### src/rtl/jk_pkg.sv
// Shared JK flip-flop definitions: operation encoding and the excitation helper
// that maps a (current, next) bit pair onto the J/K inputs.
package jk_pkg;

  // Encoding equals the {J,K} pair that requests the operation.
  typedef enum logic [1:0] {
    JK_HOLD   = 2'b00,
    JK_RESET  = 2'b01,
    JK_SET    = 2'b10,
    JK_TOGGLE = 2'b11
  } jk_op_t;

  function automatic jk_op_t jk_op(input logic cur, input logic nxt);
    jk_op_t op;
    case ({cur, nxt})
      2'b01:   op = JK_SET;
      2'b10:   op = JK_RESET;
      default: op = JK_HOLD;
    endcase
    return op;
  endfunction

  // Returns {J,K}; toggle is never produced, only set/reset/hold.
  function automatic logic [1:0] jk_encode(input logic cur, input logic nxt);
    return 2'(jk_op(cur, nxt));
  endfunction

endpackage

### src/rtl/jk_cell.sv
// Single edge-triggered JK flip-flop with asynchronous active-low reset.
module jk_cell
  import jk_pkg::*;
(
  input  logic clk,
  input  logic rst_n,
  input  logic j,
  input  logic k,
  output logic q
);

  logic q_r;

  // JK state update: hold, reset, set or toggle on the rising edge.
  always_ff @(posedge clk or negedge rst_n) begin
    if (!rst_n) begin
      q_r <= 1'b0;
    end else begin
      case ({j, k})
        JK_HOLD:   q_r <= q_r;
        JK_RESET:  q_r <= 1'b0;
        JK_SET:    q_r <= 1'b1;
        JK_TOGGLE: q_r <= ~q_r;
        default:   q_r <= q_r;
      endcase
    end
  end

  assign q = q_r;

endmodule

### src/rtl/jk_mod_counter.sv
// Modulo-N up/down counter built from W JK cells. Optional parallel load is
// enabled by defining JK_CNT_LOAD_EN; otherwise load/d are ignored.
module jk_mod_counter
  import jk_pkg::*;
#(
  parameter int W = 4,
  parameter int N = 10
) (
  input  logic         clk,
  input  logic         rst_n,
  input  logic         en,
  input  logic         up,
  input  logic         load,
  input  logic [W-1:0] d,
  output logic [W-1:0] q,
  output logic         tc,
  output logic [W-1:0] j,
  output logic [W-1:0] k
);

  localparam logic [W-1:0] MAX_C  = W'(N - 1);
  localparam logic [W-1:0] ZERO_C = {W{1'b0}};
  localparam logic [W-1:0] ONE_C  = W'(1);

  logic [W-1:0] q_s;
  logic [W-1:0] next_s;
  logic [W-1:0] j_s;
  logic [W-1:0] k_s;

  // Next count: out-of-range values wrap to 0 going up, decrement going down.
  always_comb begin
    next_s = q_s;
`ifdef JK_CNT_LOAD_EN
    if (load) begin
      next_s = d;
    end else if (en) begin
`else
    if (en) begin
`endif
      if (up) begin
        if (q_s >= MAX_C) next_s = ZERO_C;
        else              next_s = q_s + ONE_C;
      end else begin
        if (q_s == ZERO_C) next_s = MAX_C;
        else               next_s = q_s - ONE_C;
      end
    end else begin
      next_s = q_s;
    end
  end

`ifndef JK_CNT_LOAD_EN
  logic unused_load_s;
  assign unused_load_s = ^{load, d};
`endif

  // Per-bit excitation derived from current and next count.
  always_comb begin
    j_s = ZERO_C;
    k_s = ZERO_C;
    for (int i = 0; i < W; i++) begin
      {j_s[i], k_s[i]} = jk_encode(q_s[i], next_s[i]);
    end
  end

  for (genvar g = 0; g < W; g++) begin : g_cell
    jk_cell u_cell (
      .clk   (clk),
      .rst_n (rst_n),
      .j     (j_s[g]),
      .k     (k_s[g]),
      .q     (q_s[g])
    );
  end

  assign tc = en & ((up & (q_s == MAX_C)) | (~up & (q_s == ZERO_C)));
  assign q  = q_s;
  assign j  = j_s;
  assign k  = k_s;

endmodule

### config.mk
export PLATFORM = sky130hd
export DESIGN_NAME = jk_mod_counter
export DESIGN_NICKNAME = d
export VERILOG_FILES = /design/src/rtl/jk_pkg.sv /design/src/rtl/jk_cell.sv /design/src/rtl/jk_mod_counter.sv
export SDC_FILE = /design/constraint.sdc
export NUM_CORES = 1
export LEC_CHECK = 0
export CAP_MARGIN = 20
export CORE_MARGIN = 10
export CORE_UTILIZATION = 35
export CTS_CLUSTER_SIZE = 14
export DETAILED_ROUTE_END_ITERATION = 8
export PLACE_DENSITY = 0.66
export SLEW_MARGIN = 25
export SYNTH_ARGS = -nofsm -noshare
export SYNTH_HDL_FRONTEND = slang
export SYNTH_SLANG_ARGS = --single-unit
### constraint.sdc
create_clock -name clk -period 2.3 [get_ports clk]
set_input_delay 0.46 -clock clk [delete_from_list [all_inputs] [get_ports clk]]
set_output_delay 0.46 -clock clk [all_outputs]
set_load 0.01 [all_outputs]
==> results.tsv <==
stage	metric	value	unit
floorplan	ios	22	
global_route	grt_start_max_net_pins	12	
pwr	internal_power	0.832	mW
placed_design	placed_area	872	um^2
hold_path	min_path_type	input port to asynchronous set/reset pin	
timing	setup_viol	5	
pwr	p_per_area	1370	nW/um^2
finish	num-fill-cells	162	
run	maxCapViolations	0	
global_route	grt_pass1_wl	2840	um
finish	final_cells	122	
pwr	netSwitchingFraction	41.9	%
pwr	leakage	0.465	nW
clock_tree	cts-root-buf	clkbuf_4	
synth	synth_top_family_by_area	compound AO/OA/AOI/OAI gates	
timing	setup_ws	-0.0958	ns
worst_setup_path	crit_top_cell	buf_6	
synth	synth.net_count	96	
synth	synth.distinct_cells	35	
routing	vias_per_cell	4.84	
clock_tree	clock_path_buffers	2	
finish	largest_reg_flops	4	
worst_setup_path	cp_top_family	simple AND/OR/NAND/NOR gates	
worst_setup_path	cp_cell_sequence	inv_2, buf_6, ha_4, or3b_4, a21oi_4, o22a_1, ha_2, buf_6	
worst_setup_path	crit_arrival	1.94	ns
routing	drc_errors	0	
floorplan	std_cell_rows	15	
timing	hold_violations	0	
clock_tree	cts_inserted_buffers	3	
synth	synth_simple_gate_area_share	14.8	%
synth	synth.avg_cell_area	8.81	um^2
synth	synth_warnings	0	
clock_tree	clkTransAtPathRegs	0.04	ns
routing	postRouteAntennaNets	0	
placed_design	portBuffers	16	
global_route	antenna_found_initial	0	
placed_design	dp.cells	117	
floorplan	start_util	37.9	%
worst_setup_path	cp-end-kind	output port	
synth	synth_mux_area_share	6.73	%
clock_tree	cts_tree	done	
global_route	grt_overflow_total	0	
synth	synth_compound_area_share	22.8	%
synth	ys_seq_elements	4	
worst_setup_path	worstSetupPathType	flip-flop to output port	
timing	fin_crit	2.40	ns
finish	num-nets-final	119	
pwr	combPwrFrac	83.4	%
clock_tree	clk_latency	0.23	ns
timing	finalMaxSlewViolations	0	
global_route	grt_use_total	8.35	%
floorplan	die_h	63.7	um
pwr	clkPwrFrac	5.9	%
synth	synth_top_cell_by_area	ha_1	
pwr	seq_power_share	10.7	%
routing	drt_wl_total	1730	um
pwr	ir_worst_vdd	0.843	mV
floorplan	die_area	4060	um^2
timing	fin_crit_sh	104	%
routing	wl_per_cell	14.2	um
clock_tree	hold_buffers	0	
clock_tree	ctsHtreeMaxLevel	1	
worst_setup_path	cp.required	1.84	ns
outcome	status	finished with violations	
timing	skew	0.00143	ns
routing	drt_iter0_markers	15	
synth	yosysMostFrequentCell	buf_4	
synth	synth-async-reset-ratio	100	%
routing	first_pass_iters	4	
timing	timing.fmax	0.417	GHz
finish	stdcell_area	1050	um^2
timing	tightest_slew	0.408	ns
pwr	p_switching	0.600	mW
finish	antenna_cells	0	
timing	rsz0062_at_grt	yes	
worst_setup_path	slowest_stage	or3b_4	
synth	synthAdderAreaFrac	20.6	%
worst_setup_path	critical_path.startpoint_type	flip-flop	
global_route	grt_pass1_vias	640	
timing	slew_headroom	72.8	%
synth	synthDominantCellAreaShare	20.6	%
worst_setup_path	slowest_delay	0.43	ns
synth	synth_xor_area_share	0	%
floorplan	core	1760	um^2
synth	netlist_area	669	um^2
placed_design	gp_congestion	0.821	
routing	via_count	591	
synth	synth_edf_count	0	
synth	ys_seq_area_share	15.0	%
finish	drive_above_1_share	61.9	%
clock_tree	cts.sinks	4	
placed_design	dp.final_hpwl	1240	um
synth	synthFlopType	dfrtp_1	
worst_setup_path	cp_max_fo	3	
synth	synth_area_leaders	ha_1 21%, dfrtp_1 15%, buf_4 13%	
synth	synth.top_cells.by_count	12 x buf_4, 11 x ha_1, 7 x inv_1	
worst_setup_path	worst-path-buf-inv	3	
floorplan	die-width	63.7	um
finish	areaGrowthSynthToFinish	56.6	%
outcome	violations	setup timing	
synth	synth_cells	76	
## metrics by stage
step                hold WS [ns]  setup slack, ns  setup TNS [ns]  power, mW  util [%]
global placement           0.654           -0.529           -3.88       1.10      49.4
floorplan                  0.164           0.0780               0      0.804         -
CTS                        0.427          -0.0964          -0.206       1.35      56.7
finish                     0.431          -0.0958          -0.263       1.43      59.4
detailed placement         0.662           -0.540           -3.89       1.12      49.4
global route               0.423           -0.169          -0.768       1.56      59.4
## cell usage in the layout, fill, tap and decap left out, types with 2 or more instances in the layout
cell type / count
dlygate4sd2_1: 3
nor2_1: 3
ha_4: 4
ha_2: 6
nor2b_1: 2
inv_2: 4
clkdlybuf4s50_1: 5
dfrtp_1: 4
mux2_2: 4
inv_1: 3
a22oi_2: 2
clkbuf_4: 3
buf_6: 11
buf_4: 14
## logic make-up (layout without fill, tap and decap cells)
family	Yosys count	count (layout)
adder cells (fa/ha/maj)	11	11
AND/OR/NAND/NOR	15	15
buffers and inverters	23	44
multiplexers	4	4
AO/OA/AOI/OAI	19	19
flip-flops	4	4
## worst reg2reg max path, stage by stage (launching register included)
cell and delay, ns:
dfrtp_1 0.35, inv_2 0.06, buf_6 0.12, ha_4 0.15, or3b_4 0.43, a21oi_4 0.14, o22a_1 0.16, ha_2 0.27
mux2_2 0.26
## layout make-up
class | instances | area (um^2) | share of cell area, %
multi-input combinational | 49 | 558 | 53.2
timing repair buffer | 34 | 310 | 29.6
sequential | 4 | 100 | 9.55
tap | 25 | 31.3 | 2.98
inverter | 7 | 26.3 | 2.51
clock buffer | 3 | 22.5 | 2.15
## path summary, 6_finish.rpt
check | startpoint | end | slack, ns | cells after the start
setup / recovery | g_cell[1].u_cell.q$_DFFE_PN0P_ | j[1] | -0.1 | 8
hold reg to reg | g_cell[1].u_cell.q$_DFFE_PN0P_ | g_cell[1].u_cell.q$_DFFE_PN0P_ | 0.80 | 3
min in group clk | g_cell[1].u_cell.q$_DFFE_PN0P_ | g_cell[1].u_cell.q$_DFFE_PN0P_ | 0.80 | 3
max in group asynchronous | rst_n | g_cell[0].u_cell.q$_DFFE_PN0P_ | 1.70 | 1
hold / removal | rst_n | g_cell[3].u_cell.q$_DFFE_PN0P_ | 0.43 | 1
setup reg to reg | g_cell[1].u_cell.q$_DFFE_PN0P_ | g_cell[1].u_cell.q$_DFFE_PN0P_ | 0.24 | 8
## what timing repair did
item,in CTS,in global routing
setup buffers,1,1
pin swaps,14,8
endpoints found under the setup margin,9,8
gates resized for setup,67,8
## per-layer routing
layer	vias to the layer above	part of all wire (%)	global-route usage, %
met5	-	0	0
met4	0	1.2	6.01
met3	2	3.4	2.26
met2	10	54	14.8
met1	270	42	8.22
li1	309	-	-
## power by group through the flow
stage	clock (mW)	combinational, mW	sequential [mW]
floorplan	0	0.650	0.153
global placement	0	0.961	0.141
detailed placement	0	0.979	0.143
CTS	0.0900	1.11	0.153
global route	0.0943	1.30	0.159
finish	0.0842	1.19	0.154
No activity file was read; power rests on OpenSTA's default activity.
